## config.mk

```make
export PLATFORM = sky130hd
export DESIGN_NAME = jtvigil_scr_romrq
export DESIGN_NICKNAME = d
export VERILOG_FILES = /design/src/rtl/jtvigil_pkg.sv /design/src/rtl/jtvigil_romrq_cache.sv /design/src/rtl/jtvigil_scr_romrq.sv
export SDC_FILE = /design/constraint.sdc
export NUM_CORES = 1
export LEC_CHECK = 0
export CELL_PAD_IN_SITES_DETAIL_PLACEMENT = 0
export CELL_PAD_IN_SITES_GLOBAL_PLACEMENT = 1
export CORE_ASPECT_RATIO = 1.1
export CORE_MARGIN = 2
export CORE_UTILIZATION = 45
export CTS_CLUSTER_DIAMETER = 40
export DETAILED_ROUTE_END_ITERATION = 7
export PLACE_DENSITY = 0.81
export SLEW_MARGIN = 40
export SYNTH_ARGS = -nofsm -noshare
export SYNTH_HDL_FRONTEND = slang
export SYNTH_SLANG_ARGS = --single-unit
```

## constraint.sdc

```tcl
create_clock -name clk -period 9.9 [get_ports clk]
set_clock_uncertainty 0.1 [all_clocks]
set_input_delay 2.97 -clock clk [delete_from_list [all_inputs] [get_ports clk]]
set_output_delay 2.97 -clock clk [all_outputs]
set_load 0.01 [all_outputs]
```

## src/rtl/jtvigil_pkg.sv

```systemverilog
// Shared types for the scroll-layer ROM requester: FSM state encoding and
// the layout of one tag-cache entry.
package jtvigil_pkg;

    // Tags are stored zero-extended to this width, so layer address widths up to 32 bits fit.
    localparam int TAG_W = 32;

    typedef enum logic [2:0] {
        ST_IDLE = 3'd0,
        ST_REQ  = 3'd1,
        ST_W0   = 3'd2,
        ST_W1   = 3'd3,
        ST_FILL = 3'd4
    } romrq_state_e;

    typedef struct packed {
        logic             valid;
        logic [TAG_W-1:0] tag;
        logic [31:0]      data;
    } cache_entry_t;

    function automatic cache_entry_t make_entry(input logic [TAG_W-1:0] tag,
                                                input logic [31:0]      data);
        cache_entry_t e;
        e.valid = 1'b1;
        e.tag   = tag;
        e.data  = data;
        return e;
    endfunction

endpackage

```

## src/rtl/jtvigil_romrq_cache.sv

```systemverilog
// Two-entry tag cache for the scroll ROM requester: combinational hit/data
// lookup, LRU replacement and a single fill port driven by the requester FSM.
module jtvigil_romrq_cache
    import jtvigil_pkg::*;
#(
    parameter int AW = 18
) (
    input  logic          clk,
    input  logic          rst_n,
    input  logic          cs_i,
    input  logic [AW-1:0] addr_i,
    input  logic          fill_i,
    input  logic [AW-1:0] fill_tag_i,
    input  logic [31:0]   fill_data_i,
    output logic          hit_o,
    output logic [31:0]   data_o
);

    cache_entry_t     e0_q;
    cache_entry_t     e1_q;
    logic             lru_q;
    logic [31:0]      hold_q;

    logic [TAG_W-1:0] tag_cmp;
    logic             match0;
    logic             match1;
    logic [31:0]      hit_data;

    // NOTE: every signal of this block gets a value before any condition, so no latch is inferred.
    always_comb begin
        tag_cmp  = TAG_W'(addr_i);
        match0   = e0_q.valid && (e0_q.tag == tag_cmp);
        match1   = e1_q.valid && (e1_q.tag == tag_cmp);
        hit_o    = cs_i && (match0 || match1);
        hit_data = match0 ? e0_q.data : e1_q.data;
        data_o   = hit_o ? hit_data : hold_q;
    end

    // NOTE: the two entries are plain flops, not a RAM, so they reset; clearing valid stops stale tags hitting.
    always_ff @(posedge clk or negedge rst_n) begin
        if (!rst_n) begin
            e0_q   <= '0;
            e1_q   <= '0;
            lru_q  <= 1'b0;
            hold_q <= '0;
        end else begin
            if (hit_o) begin
                hold_q <= hit_data;
            end
            // A fill owns the LRU bit: the new line becomes most recent.
            if (fill_i) begin
                if (lru_q) begin
                    e1_q <= make_entry(TAG_W'(fill_tag_i), fill_data_i);
                end else begin
                    e0_q <= make_entry(TAG_W'(fill_tag_i), fill_data_i);
                end
                lru_q <= ~lru_q;
            end else if (hit_o) begin
                lru_q <= match0;
            end
        end
    end

endmodule

```

## src/rtl/jtvigil_scr_romrq.sv

```systemverilog
// Scroll-layer ROM requester: serves 32-bit layer fetches from a 2-entry
// cache and refills it with two-beat bursts on a 16-bit SDRAM slot.
module jtvigil_scr_romrq
    import jtvigil_pkg::*;
#(
    parameter int             AW     = 18,
    parameter int             SDW    = 22,
    parameter logic [SDW-1:0] OFFSET = SDW'(22'h0)
) (
    input  logic           clk,
    input  logic           rst_n,
    input  logic           rom_cs,
    input  logic [AW-1:0]  rom_addr,
    output logic           rom_ok,
    output logic [31:0]    rom_data,
    output logic [SDW-1:0] sdram_addr,
    output logic           sdram_req,
    input  logic           sdram_ack,
    input  logic           data_dst,
    input  logic [15:0]    sdram_din,
    output logic           busy
);

    romrq_state_e   state_q;
    logic [AW-1:0]  req_addr_q;
    logic [31:0]    buf_q;
    logic           sdram_req_q;
    logic [SDW-1:0] sdram_addr_q;
    logic           busy_q;

    logic [SDW-1:0] sdram_addr_d;
    logic           hit;
    logic           fill;

    // Each 32-bit layer word is two SDRAM words; the sum wraps within SDW bits.
    assign sdram_addr_d = OFFSET + SDW'({rom_addr, 1'b0});
    assign fill         = (state_q == ST_FILL);

    jtvigil_romrq_cache #(
        .AW (AW)
    ) u_cache (
        .clk         (clk),
        .rst_n       (rst_n),
        .cs_i        (rom_cs),
        .addr_i      (rom_addr),
        .fill_i      (fill),
        .fill_tag_i  (req_addr_q),
        .fill_data_i (buf_q),
        .hit_o       (hit),
        .data_o      (rom_data)
    );

    // NOTE: state uses non-blocking assignments so every branch sees the values from before the edge.
    always_ff @(posedge clk or negedge rst_n) begin
        if (!rst_n) begin
            state_q      <= ST_IDLE;
            req_addr_q   <= '0;
            buf_q        <= '0;
            sdram_req_q  <= 1'b0;
            sdram_addr_q <= '0;
            busy_q       <= 1'b0;
        end else begin
            case (state_q)
                ST_IDLE: begin
                    if (rom_cs && !hit) begin
                        req_addr_q   <= rom_addr;
                        sdram_addr_q <= sdram_addr_d;
                        sdram_req_q  <= 1'b1;
                        busy_q       <= 1'b1;
                        state_q      <= ST_REQ;
                    end
                end
                ST_REQ: begin
                    if (sdram_ack) begin
                        sdram_req_q <= 1'b0;
                        state_q     <= ST_W0;
                    end
                end
                ST_W0: begin
                    if (data_dst) begin
                        buf_q[15:0] <= sdram_din;
                        state_q     <= ST_W1;
                    end
                end
                ST_W1: begin
                    if (data_dst) begin
                        buf_q[31:16] <= sdram_din;
                        state_q      <= ST_FILL;
                    end
                end
                ST_FILL: begin
                    busy_q  <= 1'b0;
                    state_q <= ST_IDLE;
                end
                default: begin
                    sdram_req_q <= 1'b0;
                    busy_q      <= 1'b0;
                    state_q     <= ST_IDLE;
                end
            endcase
        end
    end

    assign rom_ok     = hit;
    assign sdram_req  = sdram_req_q;
    assign sdram_addr = sdram_addr_q;
    assign busy       = busy_q;

endmodule

```

## After elaboration in Yosys (flattened, before gate mapping)

Index checks and enable logic that the tools add are counted.

| storage, ports and cells | value |
|---|---|
| register bits | 190 |
| bits of input ports | 39 |

| cells by class | value |
|---|---|
| eq/ne operators | 10 |
| multiplexer cells | 13 |
| bitwise gates (word level) | 3 |
| reduce and logical (&&, ||, !) cells | 18 |

Operator list:

| cell | number |
|---|---|
| 32-bit two-way mux | 2 |
| 18-bit equality test | 2 |
| 3-bit two-way mux | 4 |
| 3-bit one-hot mux with 4 select lines | 1 |
| 2-bit AND reduction | 6 |
| 2-bit != test (second input constant) | 4 |
| 3-bit by 2-bit equality test with 1-bit output (second input constant) | 2 |
| 3-bit OR reduction | 2 |
| 1-bit logical AND | 4 |
| 1-bit two-way mux | 4 |
| 4-bit AND reduction | 1 |
| 3-bit by 1-bit equality test with 1-bit output (second input constant) | 1 |
| 3-bit equality test (second input constant) | 1 |
| 3-bit zero test | 1 |
| 1-bit NOT | 3 |
| 1-bit one-hot mux with 3 select lines | 1 |
| 3-bit AND reduction | 1 |
| 1-bit one-hot mux with 2 select lines | 1 |
| 2-bit nonzero test | 1 |
| 1-bit zero test | 1 |
| 1-bit logical OR | 1 |

## Longest topological paths before layout

| depth | value |
|---|---|
| depth after elaboration | 8 |
| mapped depth | 8 |
| mapped depth without buffers | 6 |

## By module

From an unflattened synthesis, not the netlist that was laid out.

| second synthesis, totals | value |
|---|---|
| cell total of the unflattened synthesis | 518 |
| area, all modules | 7,923.8 µm² |

By module, submodules not included:

| module | times used | cells each | area an instance (µm²) |
|---|---|---|---|
| jtvigil_romrq_cache | 1 | 381 | 5,689.2 |
| jtvigil_scr_romrq | 1 | 137 | 2,234.6 |

## Worst setup path before layout

OpenSTA, ideal clock, no wires.

| path | value |
|---|---|
| path type | in2out |
| start point | input port rom_addr[4] |
| end point | output port rom_data[10] |
| arrival | 4,913 ps |
| data required time | 6,830 ps |
| path slack | 1,917 ps |
| stages on the path | 8 |
| cell sequence | xnor2_1 nand4_1 or4b_1 or3_1 buf_6 buf_6 mux2_4 mux2_2 |

| on the way | value |
|---|---|
| longest elaborated chain between the ends | 5 |

Ends and longest elaborated chain:

| what | line | RTL |
|---|---|---|
| start: declaration | jtvigil_scr_romrq.sv:13 | `input logic [AW-1:0] rom_addr,` |
| 18-bit equality test, on equally long branches | jtvigil_romrq_cache.sv:32, jtvigil_romrq_cache.sv:33 |  |
| 1-bit logical AND, on equally long branches | jtvigil_romrq_cache.sv:32, jtvigil_romrq_cache.sv:33 |  |
| 1-bit logical OR | jtvigil_romrq_cache.sv:34 | `hit_o = cs_i && (match0 \|\| match1);` |
| 1-bit logical AND | jtvigil_romrq_cache.sv:34 |  |
| 32-bit two-way mux * | jtvigil_romrq_cache.sv:36 | `data_o = hit_o ? hit_data : hold_q;` |
| end: declaration | jtvigil_scr_romrq.sv:15 | `output logic [31:0] rom_data,` |

Mark *: on every way between the ends. The rest lies on a longest branch, timed or not.

## Final worst setup path

| path | value |
|---|---|
| start point | input port rom_addr[6] |
| end point | output port rom_data[5] |

The elaborated chain is that of the path after synthesis.

==> results.yml <==
placed_design:
  dp_hpwl_um: 10610
  io_buffers: 91
  place.gp.congestion: 0.7954
  pre_cts_ws_ns: 0.3961
critical_path:
  critical_path_class: "input port to output pin"
  cp-start-kind: "input port"
  cp.arrival_ns: 6.44
  critPathMaxStageDelay_ns: 0.56
  path_cells: "clkdlybuf4s50_1 > xnor2_1 > nand4_1 > or4b_1 > or3_2 > buf_4 > mux2_4 > mux2_2 > clkdlybuf4s50_1"
  slowest_stage: "or4b_1"
  worst_ep_required_time_ns: 6.83
  worstSetupEndpointType: "output pin"
  cp_top_family: "buffers and inverters"
  path_common_cell: "clkdlybuf4s50_1"
  cp_max_fo: 32
  crit_buf_inv: 3
power_and_ir_drop:
  power_density_nw_per_um2: 270.7
  power.leakage_nw: 4.491
  peakVddDrop_uv: 138.9
  p_total_mw: 2.651
clocking:
  ctsResizeCount: 0
  clock_path_buffers: 2
  htreeDepth: 4
  root_buffer: "clkbuf_16"
  clk_latency_ns: 0.43
  cts.sinks: 190
  path_clk_slew_ns: 0.07
  numCtsBuffers: 17
  cts_tree: "done"
  cts_hold_buf: 0
  cts_setup_buffers: 0
grt:
  grt_overflow: 0
  grt_pass1_vias: 4865
  antenna_found_initial: 0
  grt_pass1_wl_um: 26210
  grtUsageTotal_pct: 18.03
  grt_max_degree: 109
  grt_use_met1_pct: 21.19
  use_met2_pct: 31.96
  top_usage_layer: "met2"
  use_met3_pct: 5.012
synth:
  ys_ff_latch: 190
  synth_ff_type: "dfrtp_1"
  synth_top_family_by_area: "multiplexers"
  synthArstFlopShare_pct: 100.0
  synth_top_area_share_pct: 59.14
  synthDistinctLibCells: 28
  netlist_instances: 524
  synthMuxAreaShare_pct: 31.38
  yosys.area_share.simple_pct: 2.755
  syn_area_per_cell_um2: 15.34
  synth_fa_ha_area_share_pct: 0
  synthXorXnorAreaFrac_pct: 3.922
  synth_edf_count: 0
  synth-compound-area-share_pct: 0.7938
  synth_top_area_cell: "dfrtp_1"
  yosysSeqAreaShare_pct: 59.14
  synthTopCellsByArea: "dfrtp_1 (59%), mux2_2 (26%), mux2_4 (5.6%), xnor2_1 (3.3%), clkbuf_1 (0.84%)"
  yosysWarningCount: 0
  synthesis.area_um2: 8039
die:
  die_height_um: 144.2
  die_area_um2: 18950
  start_util_pct: 45.65
  core_um2: 17610
  row_count: 51
  die_width_um: 131.4
  ios: 96
worst_hold_path:
  hold_class: "flip-flop to flip-flop"
sta:
  tns_ns: 0
  finalSetupViolCount: 0
  finalCriticalPeriod_ns: 9.513
  final_max_slew_viol_count: 0
  fmaxAchievable_mhz: 105.1
  slew_headroom_pct: 54.41
  worst_slack_ns: 0.3867
  rsz0062_at_grt: "no"
  worstMarginPinSlew_ns: 0.6839
  period_share_pct: 96.09
  final-hold-violation-count: 0
drt:
  wl_per_cell_um: 18.59
  drt_first_pass_iters: 4
  detail_route.vias_per_cell: 5.113
  drtIter0Drc: 188
  vias: 4433
  drc: 0
  ant_nets: 0
  routed_wl_um: 16120
final_layout:
  synthToLayoutAreaGrowth_pct: 21.82
  final_cell_mix: "dfrtp_1 (190), mux2_2 (184), clkdlybuf4s50_1 (90)"
  final_common_cell: "dfrtp_1"
  layout-drive-gt1-share_pct: 41.65
  nets: 656
  fill_cells: 1482
  num_antenna_cells: 0
outcome:
  status: "completed"
run:
  drv_cap: 0
==> final timing paths <==
kind	to	slack, ns	startpoint	cells after the start
setup reg to reg	u_cache.hold_q[7]	6.83	u_cache.e0_q[38]	7
hold / removal	u_cache.e1_q[64]	0.37	u_cache.e1_q[64]	1
setup / recovery	rom_data[5]	0.39	rom_addr[6]	9
min in group asynchronous	u_cache.hold_q[29]	2.32	rst_n	1
hold reg to reg	u_cache.e1_q[64]	0.37	u_cache.e1_q[64]	1
max in group asynchronous	buf_q[12]	6.30	rst_n	2
==> final cells by class <==
type                            count  area, µm²  share of cell area, %
Inverter                            3      11.26                 0.1150
Clock inverter                     12      112.6                  1.150
Sequential cell                   190       4755                  48.55
Tap cell                          238      297.8                  3.041
Multi-Input combinational cell    307       3169                  32.36
Clock buffer                       19      452.9                  4.625
Timing Repair Buffer               98      994.7                  10.16
==> cell usage after synthesis, types with 4 or more instances <==
master / number
a21oi_1: 4
buf_4: 4
buf_6: 4
clkbuf_1: 18
dfrtp_1: 190
mux2_2: 184
mux2_4: 30
nand2_1: 7
nand4_1: 10
nor2_1: 10
nor3_1: 4
xnor2_1: 30
xor2_1: 6
==> power breakdown <==
| part | switching, mW | internal, mW |
|---|---|---|
| Combinational | 0.248 | 0.459 |
| Sequential | 0.207 | 1.08 |
| Clock | 0.299 | 0.361 |
| Total | 0.754 | 1.90 |
==> flip-flops by register name, indices dropped and copies added (netlist names) <==
name,flops
req_addr_q,18
u_cache.hold_q,32
busy,1
u_cache.e1_q,51
state_q,3
u_cache.lru_q,1
sdram_req,1
buf_q,32
u_cache.e0_q,51
==> routing by layer <==
metal | part of all wire [%] | wire, µm
met1 | 42 | 6779
met2 | 52 | 8343
met3 | 4.4 | 711
met4 | 1.8 | 286
met5 | 0 | 0
==> cells by family (layout without fill, tap and decap cells) <==
| group | after synthesis | count (layout) |
|---|---|---|
| AOI/OAI and AO/OA | 11 | 11 |
| xor gates and xnor gates | 36 | 36 |
| buffers and inverters | 30 | 132 |
| DFF | 190 | 190 |
| muxes | 214 | 214 |
| other | 1 | 4 |
| and+or+nand+nor | 42 | 42 |
==> through the flow <==
stage | hold slack [ns] | instance area [µm²] | instances | utilization, %
finish | 0.3688 | 9793 | 867 | 55.61
global route | 0.4060 | 9793 | 867 | 55.61
CTS | 0.3709 | 9763 | 866 | 55.43
detailed placement | 0.3534 | 9198 | 835 | 52.22
global placement | 0.3523 | 9185 | 835 | 52.15
floorplan | 0.3392 | 8050 | 527 | -
Power figures use the tool's default switching activity.
